File: src/rtl/inst_capture_pkg.sv
// Shared definitions for the nexys3 sequencer: instruction field layout,
// opcode encoding and the default button debounce interval.
package inst_capture_pkg;

  localparam int DATA_W         = 8;
  localparam int DEB_CYCLES_DEF = 250000;

  typedef enum logic [1:0] {
    OP_PUSH = 2'b00,
    OP_ADD  = 2'b01,
    OP_MULT = 2'b10,
    OP_SEND = 2'b11
  } opcode_e;

  // Instruction word layout: opcode in the top two bits, three 2-bit operand fields below.
  localparam int OP_MSB = 7;
  localparam int OP_LSB = 6;
  localparam int F2_MSB = 5;
  localparam int F2_LSB = 4;
  localparam int F1_MSB = 3;
  localparam int F1_LSB = 2;
  localparam int F0_MSB = 1;
  localparam int F0_LSB = 0;

  typedef enum logic {
    ST_IDLE = 1'b0,
    ST_PEND = 1'b1
  } cap_state_e;

endpackage

File: src/rtl/inst_capture_if.sv
// Instruction hand-off between the capture stage (master) and the sequencer core (slave).
interface inst_capture_if;
  import inst_capture_pkg::*;

  logic              inst_rdy;
  logic              inst_vld;
  logic [DATA_W-1:0] inst_wd;
  logic              inst_drop;

  modport master (input inst_rdy, output inst_vld, output inst_wd, output inst_drop);
  modport slave  (output inst_rdy, input inst_vld, input inst_wd, input inst_drop);

endinterface

File: src/rtl/inst_capture_debounce.sv
// Two-flop synchroniser plus stable-run debouncer for one raw button; flags the
// accepted 0->1 transition combinationally on the edge where it is accepted.
module debounce #(
  parameter int DEB_CYCLES = inst_capture_pkg::DEB_CYCLES_DEF
) (
  input  logic clk,
  input  logic rst,
  input  logic din,
  output logic dout,
  output logic rise
);

  localparam int CNT_W = (DEB_CYCLES > 2) ? $clog2(DEB_CYCLES) : 1;
  localparam logic [CNT_W-1:0] CNT_LAST = CNT_W'(DEB_CYCLES - 1);

  logic             sync1_q, sync1_d;
  logic             btn_s_q, btn_s_d;
  logic             btn_db_q, btn_db_d;
  logic [CNT_W-1:0] cnt_q, cnt_d;

  always_comb begin
    sync1_d  = din;
    btn_s_d  = sync1_q;
    btn_db_d = btn_db_q;
    cnt_d    = cnt_q;
    rise     = 1'b0;
    // Any sample that agrees with the accepted level restarts the stable run.
    if (btn_s_q == btn_db_q) begin
      cnt_d = '0;
    end else if (cnt_q == CNT_LAST) begin
      btn_db_d = btn_s_q;
      cnt_d    = '0;
      rise     = btn_s_q;
    end else begin
      cnt_d = cnt_q + CNT_W'(1);
    end
  end

  always_ff @(posedge clk) begin
    if (rst) begin
      sync1_q  <= 1'b0;
      btn_s_q  <= 1'b0;
      btn_db_q <= 1'b0;
      cnt_q    <= '0;
    end else begin
      sync1_q  <= sync1_d;
      btn_s_q  <= btn_s_d;
      btn_db_q <= btn_db_d;
      cnt_q    <= cnt_d;
    end
  end

  assign dout = btn_db_q;

endmodule

File: src/rtl/inst_capture.sv
// Instruction capture: latches the synchronised switch word on each debounced
// step press and hands it to the core with a one-cycle strobe once it is ready.
module inst_capture
  import inst_capture_pkg::*;
#(
  parameter int DEB_CYCLES = DEB_CYCLES_DEF
) (
  input  logic              clk,
  input  logic              rst,
  input  logic              btn_step,
  input  logic [DATA_W-1:0] sw,
  inst_capture_if.master    cap
);

  logic              press;
  logic              btn_level_unused;
  logic [DATA_W-1:0] sw_sync1_q, sw_sync1_d;
  logic [DATA_W-1:0] sw_s_q, sw_s_d;
  cap_state_e        state_q, state_d;
  logic              inst_vld_q, inst_vld_d;
  logic              inst_drop_q, inst_drop_d;
  logic [DATA_W-1:0] inst_wd_q, inst_wd_d;

  debounce #(
    .DEB_CYCLES(DEB_CYCLES)
  ) u_btn_db (
    .clk  (clk),
    .rst  (rst),
    .din  (btn_step),
    .dout (btn_level_unused),
    .rise (press)
  );

  always_comb begin
    sw_sync1_d  = sw;
    sw_s_d      = sw_sync1_q;
    state_d     = state_q;
    inst_vld_d  = 1'b0;
    inst_drop_d = 1'b0;
    inst_wd_d   = inst_wd_q;
    unique case (state_q)
      ST_IDLE: begin
        if (press) begin
          inst_wd_d = sw_s_q;
          state_d   = ST_PEND;
        end
      end
      ST_PEND: begin
        // Only one word is buffered: a press arriving now is lost, even on the issue edge.
        if (cap.inst_rdy) begin
          inst_vld_d = 1'b1;
          state_d    = ST_IDLE;
        end
        inst_drop_d = press;
      end
      default: state_d = ST_IDLE;
    endcase
  end

  always_ff @(posedge clk) begin
    if (rst) begin
      sw_sync1_q  <= '0;
      sw_s_q      <= '0;
      state_q     <= ST_IDLE;
      inst_vld_q  <= 1'b0;
      inst_drop_q <= 1'b0;
      inst_wd_q   <= '0;
    end else begin
      sw_sync1_q  <= sw_sync1_d;
      sw_s_q      <= sw_s_d;
      state_q     <= state_d;
      inst_vld_q  <= inst_vld_d;
      inst_drop_q <= inst_drop_d;
      inst_wd_q   <= inst_wd_d;
    end
  end

  assign cap.inst_vld  = inst_vld_q;
  assign cap.inst_drop = inst_drop_q;
  assign cap.inst_wd   = inst_wd_q;

endmodule

File: src/flat_wrapper.sv
// flat-port wrapper written by rule: the top's interface ports become plain ports
module inst_capture_flat import inst_capture_pkg::*;
#(
  parameter int DEB_CYCLES = DEB_CYCLES_DEF
)
  (clk, rst, btn_step, sw, cap_inst_rdy, cap_inst_vld, cap_inst_wd, cap_inst_drop);
  inst_capture_if cap_i ();
  input  logic clk;
  input  logic rst;
  input  logic btn_step;
  input  logic [DATA_W-1:0] sw;
  input wire logic [$bits(cap_i.inst_rdy)-1:0] cap_inst_rdy;
  output wire logic [$bits(cap_i.inst_vld)-1:0] cap_inst_vld;
  output wire logic [$bits(cap_i.inst_wd)-1:0] cap_inst_wd;
  output wire logic [$bits(cap_i.inst_drop)-1:0] cap_inst_drop;
  assign cap_i.inst_rdy = cap_inst_rdy;
  assign cap_inst_vld = cap_i.inst_vld;
  assign cap_inst_wd = cap_i.inst_wd;
  assign cap_inst_drop = cap_i.inst_drop;
  inst_capture #(.DEB_CYCLES(DEB_CYCLES)) u_core (.clk(clk), .rst(rst), .btn_step(btn_step), .sw(sw), .cap(cap_i));
endmodule
File: config.mk
export PLATFORM = sky130hd
export DESIGN_NAME = inst_capture_flat
export DESIGN_NICKNAME = d
export VERILOG_FILES = /design/src/rtl/inst_capture_pkg.sv /design/src/rtl/inst_capture_if.sv /design/src/rtl/inst_capture_debounce.sv /design/src/rtl/inst_capture.sv /design/src/flat_wrapper.sv
export SDC_FILE = /design/constraint.sdc
export NUM_CORES = 1
export LEC_CHECK = 0
export BUFFER_PORTS_ARGS = -buffer_cell sky130_fd_sc_hd__buf_2
export CAP_MARGIN = 15
export CORE_ASPECT_RATIO = 1.75
export CORE_UTILIZATION = 50
export CTS_CLUSTER_SIZE = 10
export DETAILED_ROUTE_END_ITERATION = 12
export PLACE_DENSITY = 0.69
export SYNTH_ARGS = -nofsm -noshare
export SYNTH_HDL_FRONTEND = slang
export SYNTH_HIERARCHICAL = 1
export SYNTH_SLANG_ARGS = --single-unit
export TNS_END_PERCENT = 10
File: constraint.sdc
create_clock -name clk -period 1.9 [get_ports clk]
set_input_delay 0.095 -clock clk [delete_from_list [all_inputs] [get_ports clk]]
set_output_delay 0.095 -clock clk [all_outputs]
set_load 0.03 [all_outputs]
### Yosys cells after proc, flatten, opt, wreduce, memory -nomap -nowiden

Index checks and enable logic that the tools add are counted.

| storage, ports and cells | value |
|---|---|
| register bits after elaboration | 48 |
| logic and storage cells | 25 |
| output and inout port bits | 10 |
| input port bits | 12 |

| cells by class | value |
|---|---|
| equality and inequality tests | 2 |
| bitwise logic cells | 2 |
| mux-type cells | 6 |
| reductions and logical operators | 4 |
| add/sub/neg operators | 1 |

Operators with widths:

| cell | count |
|---|---|
| 18-bit by 1-bit adder with 18-bit output, second input constant | 1 |
| 18-bit equality test, second input constant | 1 |
| 1-bit two-way mux | 5 |
| 2-bit AND reduction | 2 |
| 3-bit OR reduction | 1 |
| 1-bit inverter | 2 |
| 1-bit case mux with 2 select lines | 1 |
| 2-bit OR reduction | 1 |
| 1-bit equality test | 1 |

### Logic depth before layout (Yosys ltp)

Gate-level depths: netlist (run 1).

| depth | value |
|---|---|
| depth after elaboration | 5 |
| depth in mapped cells | 8 |
| mapped depth without buffers | 7 |

### Hierarchy

Netlist (run 1), hierarchy kept.

By module, submodules not included:

| module | seq. area each (um^2) | cells each | times used | area each (um^2) |
|---|---|---|---|---|
| debounce | 420.4 | 105 | 1 | 944.7 |
| inst_capture | 540.5 | 79 | 1 | 885.8 |

### Worst setup path after synthesis (run 1)

OpenSTA, ideal clock, no wires.

| path | value |
|---|---|
| kind | reg2reg |
| start | reg u_core.u_btn_db.cnt_q[0] |
| end | reg u_core.inst_wd_q[0], in the netlist u_core/cap.inst_wd[0] |
| data arrival time | 1720 ps |
| setup time | 120 ps |
| stages on the path, launching flop included | 9 |
| slack | 60 ps |
| required time | 1780 ps |
| period minus slack after synthesis | 1840 ps |
| path buffers | 1 |
| path through | dfxtp_1 ha_1 nand4_1 nor2b_1 nand4b_1 nor3_1 buf_2 nor2b_4 o21ai_1 |

| between the ends | value |
|---|---|
| longest elaborated chain between the ends | 4 |

RTL lines:

| what | RTL line | text |
|---|---|---|
| start: declaration | inst_capture_debounce.sv:19 | `logic [CNT_W-1:0] cnt_q, cnt_d;` |
| start signal: assignment | inst_capture_debounce.sv:49 | `cnt_q <= cnt_d;` |
| 18-bit equality test | inst_capture_debounce.sv:30 | `end else if (cnt_q == CNT_LAST) begin` |
| 1-bit two-way mux | inst_capture_debounce.sv:30 |  |
| 1-bit two-way mux | inst_capture_debounce.sv:28 | `if (btn_s_q == btn_db_q) begin` |
| named net u_core.press | inst_capture.sv:15 | `logic press;` |
| 2-bit AND reduction (no line) | n/a |  |
| end signal: assignment | inst_capture.sv:74 | `inst_wd_q <= inst_wd_d;` |
| end: declaration | inst_capture.sv:22 | `logic [DATA_W-1:0] inst_wd_q, inst_wd_d;` |

The timed path passes the listed nets, and every way through them passes these cells.
A chain may end at the register's enable or synchronous reset.

### Worst setup path in the final report (run 1)

| path | value |
|---|---|
| start | reg u_core.u_btn_db.cnt_q[5] |
| end | reg u_core.u_btn_db.cnt_q[17] |

| between the ends | value |
|---|---|
| longest elaborated chain between the ends | 2 |
| elaborated cells on any way between the ends | 3 |
| those cells by class | add/sub: 1; eq/ne: 1; reduce/logical: 1 |

RTL lines:

| what |
|---|
| branches (longest 2 deep; another with 18-bit by 1-bit adder with 18-bit output) |

Parallel ways; which one is timed is not known.

==> results_dict.tcl, run 1 <==
set metrics [dict create \
    relSlewSlack_pct 73.5 \
    min_period_ns 1.65 \
    cp_common_cell "or4_1" \
    clock_sinks 48 \
    ant_nets 0 \
    cts.clk_slew.worst_paths_ns 0.08 \
    path_max_fanout 4 \
    netlist_area_um2 1830 \
    drive_above_1_share_pct 20.3 \
    status "completed" \
    gp_congestion 0.875 \
    io_pins 22 \
    rows 28 \
    cellPowerDensity_nw_per_um2 756 \
    layout_common_cells "47 x dfxtp_1, 22 x nor2_1, 21 x buf_2, 19 x nor2b_1, 15 x xnor2_1" \
    io_buffers 21 \
    drc 0 \
    root_buffer "clkbuf_8" \
    vias 1413 \
    drv_slew 0 \
    cp.buffers_inverters 0 \
    dr.pass1.iters 4 \
    path_class "register to register" \
    initial_utilization_pct 53.3 \
    cp_top_family "simple AND/OR/NAND/NOR gates" \
    drv_cap 0 \
    finClkSkew_ns 0.00597 \
    hpwl_um 2520 \
    crit_chain "nand2_2, or4_1, or4_1, a21oi_1" \
    wire_per_inst_um 13.2 \
    fill_cells 308 \
    crit_path_top_delay_cell "or4_1" \
    synth_area_per_cell_um2 9.95 \
    grt_overflow 0 \
    htree_levels 2 \
    grt_pass1_wl_um 5630 \
    postSynthNetCount 197 \
    worst_ep_required_time_ns 2.13 \
    nets 234 \
    grt_pass1_vias 1377 \
    cp-end-kind "register" \
    ys_types 31 \
    clk_latency_ns 0.29 \
    ir_drop_mv 0.768 \
    yosysSeqAreaShare_pct 52.5 \
    setup_violations 0 \
    final_common_cell "dfxtp_1" \
    leakagePower_uw 0.000789 \
    syn_inst 184 \
    cts_tree "built" \
    r2r_start "u_core/u_btn_db/cnt_q[5]$_SDFF_PP0_" \
    die_y_um 82.0 \
    insertedDiodeCount 0 \
    hp-start "sw[5]" \
    slowest_delay_ns 0.49 \
    yosysWarnings 6 \
    track_usage_pct 20.8 \
    tightest_slew_ns 0.397 \
    clk_path_buf_depth 2 \
    start_kind "register" \
    syn_to_final_growth_pct 20.7 \
    min_path_type "primary input to register" \
    period_share_pct 86.7 \
    cts_buffers 5 \
    die_w_um 47.7 \
    core_area_um2 3430 \
    report.power.total_uw 1670 \
    drt_iter0_drc 19 \
    dieArea_um2 3920 \
    routed_wl_um 3520 \
    crit_arrival_ns 1.88 \
    rsz0062_at_grt "no" \
    max_clock_freq_mhz 607 \
    antenna_found_initial 0 \
    crit_path_start "u_core/u_btn_db/cnt_q[5]$_SDFF_PP0_" \
    via_per_inst 5.29 \
    grt_max_degree 39 \
    setup_tns_ns 0 \
    ys_ff_latch 48 \
    hold_viol 0 \
]
[power by group]
part           switching (uW)  total (uW)  internal [uW]
Sequential               5.92        1030           1020
Clock                     322         583            262
Combinational            22.3        58.6           36.3
[synthesized netlist by cell type (all sizes together)]
cell type / number / area [um^2]
dfxtp: 48 / 961
nor2: 22 / 82.6
nor2b: 20 / 133
xnor2: 15 / 131
o21ai: 10 / 53.8
nand2b: 8 / 50.1
nand4bb: 8 / 90.1
buf: 6 / 30.0
nand2: 6 / 25.0
nor4: 6 / 37.5
inv: 5 / 18.8
nand4: 5 / 52.6
nor3: 5 / 25.0
nand3: 4 / 20.0
a21oi: 2 / 10.0
nand4b: 2 / 17.5
nor3b: 2 / 15.0
nor4b: 2 / 17.5
or4: 2 / 15.0
and3: 1 / 6.26
clkbuf: 1 / 3.75
ha: 1 / 12.5
o31ai: 1 / 7.51
or3: 1 / 6.26
xor2: 1 / 8.76
[kinds of logic after synthesis]
group	after synthesis	synth area share [%]
AOI/OAI and AO/OA	13	3.90
and+or+nand+nor	94	32.4
buffers and inverters	12	2.87
adders and majority gates	1	0.683
xor gates and xnor gates	16	7.66
DFF	48	52.5
[per-stage QoR]
step / std cells / setup WS [ns] / instance area, um^2 / util [%] / hold slack (ns)
2_1_floorplan: 184 / 0.0597 / 1830 / - / 0.164
3_3_place_gp: 252 / 0.185 / 2040 / 59.4 / 0.303
3_5_place_dp: 252 / 0.140 / 2040 / 59.4 / 0.312
4_1_cts: 266 / 0.125 / 2190 / 63.7 / 0.00561
5_1_grt: 267 / 0.0464 / 2210 / 64.4 / 0.0211
6_report: 267 / 0.253 / 2210 / 64.4 / 0.0165
[path summary, 6_finish.rpt]
path	cells past startpoint	endpoint	slack, ns
max	4	u_core/u_btn_db/cnt_q[17]$_SDFF_PP0_	0.25
min	2	u_core/sw_s_d[5]$_SDFF_PP0_	0.02
max reg2reg	4	u_core/u_btn_db/cnt_q[17]$_SDFF_PP0_	0.25
min reg2reg	1	u_core/sw_s_q[5]$_SDFF_PP0_	0.44
[flip-flops by register name (all words and copies together), names as in the netlist, 8 cells and up]
signal                 cells
u_core/u_btn_db/cnt_q     18
u_core/cap.inst_wd         8
u_core/sw_s_d              8
u_core/sw_s_q              8
[what timing repair did]
item / CTS / global route
endpoints found under the hold margin: 6 / 1
hold buffers: 6 / 1
gates resized for setup: 0 / 3
endpoints found under the setup margin: 0 / 7
setup buffers: 0 / 0
[per-layer routing]
layer / GRT usage, % / part of all wire (%)
met1: 17.4 / 36
met2: 37.7 / 55
met3: 4.84 / 3.5
met4: 16.4 / 5.5
met5: 0 / 0
[final cells by class]
type	instances	area, um^2	area share (%)
clock inverters	2	16.3	0.736
multi-input cells	124	828	37.5
well taps	45	56.3	2.55
inverters	5	18.8	0.849
repair buffers	37	255	11.6
flip-flops and latches	48	962	43.5
clock buffers	6	72.6	3.28
Note: power is estimated with default switching activity, not from simulation.
==> inputs of run 2 (changes only) <==
--- a/config.mk
+++ b/config.mk
@@ -5,13 +5,14 @@
 export SDC_FILE = /design/constraint.sdc
 export NUM_CORES = 1
 export LEC_CHECK = 0
+export ABC_AREA = 1
 export BUFFER_PORTS_ARGS = -buffer_cell sky130_fd_sc_hd__buf_2
 export CAP_MARGIN = 15
 export CORE_ASPECT_RATIO = 1.75
-export CORE_UTILIZATION = 50
+export CORE_UTILIZATION = 51
 export CTS_CLUSTER_SIZE = 10
 export DETAILED_ROUTE_END_ITERATION = 12
-export PLACE_DENSITY = 0.69
+export PLACE_DENSITY = 0.7
 export SYNTH_ARGS = -nofsm -noshare
 export SYNTH_HDL_FRONTEND = slang
 export SYNTH_HIERARCHICAL = 1
==> run 2 against run 1 <==
Net effect: utilization fell by 0.46 points; wire length increased by 8.1%; hold slack lost 0.0097 ns; combinational power increased by 16%; sequential share of layout area is 2.9 points lower; largest power group unchanged.
==> results_dict.tcl, run 2 <==
set metrics [dict create \
    r2r_start "u_core/u_btn_db/cnt_q[1]$_SDFF_PP0_" \
    drc 0 \
    worstHoldEndpoint "u_core/sw_s_d[2]$_SDFF_PP0_" \
    layout_common_cells "58 x nor2_1, 52 x nand2_1, 48 x dfxtp_1, 46 x inv_1, 21 x buf_2" \
    max_clock_freq_mhz 590 \
    rows 29 \
    finClkSkew_ns 0.00876 \
    crit_path_start "u_core/u_btn_db/cnt_q[1]$_SDFF_PP0_" \
    synth_area_per_cell_um2 7.28 \
    reg2reg_depth 10 \
    min_period_ns 1.69 \
    rrSetupSlack_ns 0.21 \
    die_y_um 85.0 \
    dr.pass1.iters 4 \
    dieArea_um2 4200 \
    synth_top_area_share_pct 47.9 \
    ant_nets 0 \
    cp-end-kind "register" \
    post-route-cell-area_um2 2360 \
    min_path_cells 3 \
    clk_path_buf_depth 2 \
    path_class "register to register" \
    yosysSeqAreaShare_pct 47.9 \
    drv_slew 0 \
    postSynthNetCount 289 \
    hold_viol 0 \
    clock_sinks 48 \
    regMostFlops "u_core/u_btn_db/cnt_q" \
    htree_levels 2 \
    fill_cells 357 \
    netlist_area_um2 2010 \
    cp.buffers_inverters 3 \
    async_flop_share_pct 0 \
    insertedDiodeCount 0 \
    vias 1668 \
    place_inst 343 \
    synth_flop_cell "dfxtp_1" \
    fin_cells 361 \
    multi_input_comb_area_um2 836 \
    cts_buffers 5 \
    crit_path_top_delay_cell "dfxtp_1" \
    r2r-end "u_core/cap.inst_wd[5]$_SDFFE_PP0P_" \
    synth_common_cells "58 x nor2_1, 52 x nand2_1, 48 x dfxtp_1, 46 x inv_1, 19 x nand3_1" \
    seq_area_um2 961 \
    slowest_delay_ns 0.36 \
    cts_tree "built" \
    tightest_slew_ns 0.364 \
    relSlewSlack_pct 75.8 \
    yosysMostFrequentCell "nor2_1" \
    grt_overflow 0 \
    via_per_inst 4.62 \
    hpwl_um 2760 \
    worst_ep_required_time_ns 2.15 \
    place_area_um2 2160 \
    syn_inst 276 \
    largest_reg_flops 18 \
    crit_chain "ha_2, nand3_2, inv_2, nand3_2, nor3_2, buf_4, inv_2, nor2_2, nor2_1, nor2_1" \
    yosysTopAreaCell "dfxtp_1" \
    synth-edff-count 0 \
    cts_setup_buffers 0 \
    final_common_cell "nor2_1" \
    rsz0062_at_grt "no" \
    min_path_type "primary input to register" \
    antenna_found_initial 0 \
    drv_cap 0 \
    drt_iter0_drc 25 \
    drive_above_1_share_pct 19.7 \
    hp-start "sw[2]" \
    period_share_pct 89.2 \
    ys_ff_latch 48 \
    gp_congestion 0.844 \
    ys_types 23 \
    cellPowerDensity_nw_per_um2 732 \
    ir_drop_mv 0.572 \
    crit_arrival_ns 1.94 \
    setup_violations 0 \
    core_area_um2 3700 \
    syn_to_final_growth_pct 17.8 \
    io_buffers 21 \
    initial_utilization_pct 54.3 \
    grt_max_degree 22 \
    track_usage_pct 20.4 \
    setup_tns_ns 0 \
    routed_wl_um 3810 \
    status "completed" \
    wire_per_inst_um 10.5 \
    start_kind "register" \
    synth_area_leaders "dfxtp_1 48%, nor2_1 11%, nand2_1 9.7%, inv_1 8.6%, nor2_2 5.3%" \
    grt_pass1_vias 1641 \
    path_max_fanout 9 \
    root_buffer "clkbuf_8" \
    cp_top_family "simple AND/OR/NAND/NOR gates" \
    io_pins 22 \
    clk_latency_ns 0.30 \
    yosysWarnings 6 \
    cts.clk_slew.worst_paths_ns 0.09 \
    die_w_um 49.4 \
    grt_pass1_wl_um 6480 \
    nets 327 \
    leakagePower_uw 0.000963 \
]
## run 2: final cells by class
type	instances	area share (%)
Clock buffer	6	3.49
Clock inverter	2	0.635
Inverter	50	7.94
Multi-Input combinational cell	175	35.3
Sequential cell	48	40.6
Tap cell	46	2.43
Timing Repair Buffer	34	9.52
## run 2: stage by stage
step                utilization (%)  setup slack [ns]  hold slack, ns  power, uW
global placement               58.5             0.266           0.293       1100
floorplan                         -             0.308           0.166       1090
CTS                            63.5             0.132         0.00254       1750
finish                         63.9             0.206         0.00675       1730
detailed placement             58.5             0.147           0.302       1110
global route                   63.9            0.0223          0.0166       1800
## run 2: power breakdown
group,leakage (uW),total [uW],internal [uW],switching [uW]
Clock,0.0000434,636,295,341
Combinational,0.000529,67.8,33.0,34.8
Sequential,0.000391,1030,1020,4.71
## run 2: cell families after synthesis
| kind of cell | after synthesis | synth area share [%] |
|---|---|---|
| AO/OA/AOI/OAI | 10 | 2.49 |
| AND/OR/NAND/NOR | 154 | 33.9 |
| flip-flops | 48 | 47.9 |
| buffers and inverters | 54 | 11.2 |
| XOR/XNOR | 9 | 3.93 |
| adder cells (fa/ha/maj) | 1 | 0.623 |
## run 2: worst register-to-register path: cells and delay by family (launching register included)
family | cells | cell delay, ns
fa+ha+maj | 1 | 0.21
buf+inv | 3 | 0.36
flops | 1 | 0.36
simple gates | 6 | 0.72
## run 2: worst max-delay path by stage
stage                                                     to  slack [ns]  cells past startpoint
final                     u_core/cap.inst_wd[5]$_SDFFE_PP0P_        0.21                     10
after global placement    u_core/cap.inst_wd[4]$_SDFFE_PP0P_        0.27                     10
after CTS                 u_core/cap.inst_wd[1]$_SDFFE_PP0P_        0.13                     10
after global routing      u_core/cap.inst_wd[3]$_SDFFE_PP0P_        0.02                     10
after floorplan           u_core/cap.inst_wd[0]$_SDFFE_PP0P_        0.31                     10
after detailed placement  u_core/cap.inst_wd[1]$_SDFFE_PP0P_        0.15                     10
## run 2: metal layers
| layer | wire length (um) | vias to the layer above | GRT usage, % | part of all wire (%) |
|---|---|---|---|---|
| met1 | 1470 | 746 | 18.1 | 39 |
| met3 | 87 | 7 | 4.66 | 2.3 |
| li1 | - | 894 | - | - |
| met2 | 2140 | 21 | 40.0 | 56 |
| met5 | 0 | - | 0 | 0 |
| met4 | 108 | 0 | 11.7 | 2.8 |
## run 2: what timing repair did
action                                 in CTS  in global routing
setup endpoints to repair                   0                  9
endpoints found under the hold margin       9                  0
hold buffers                                9                  0
gates resized for setup                     0                  2
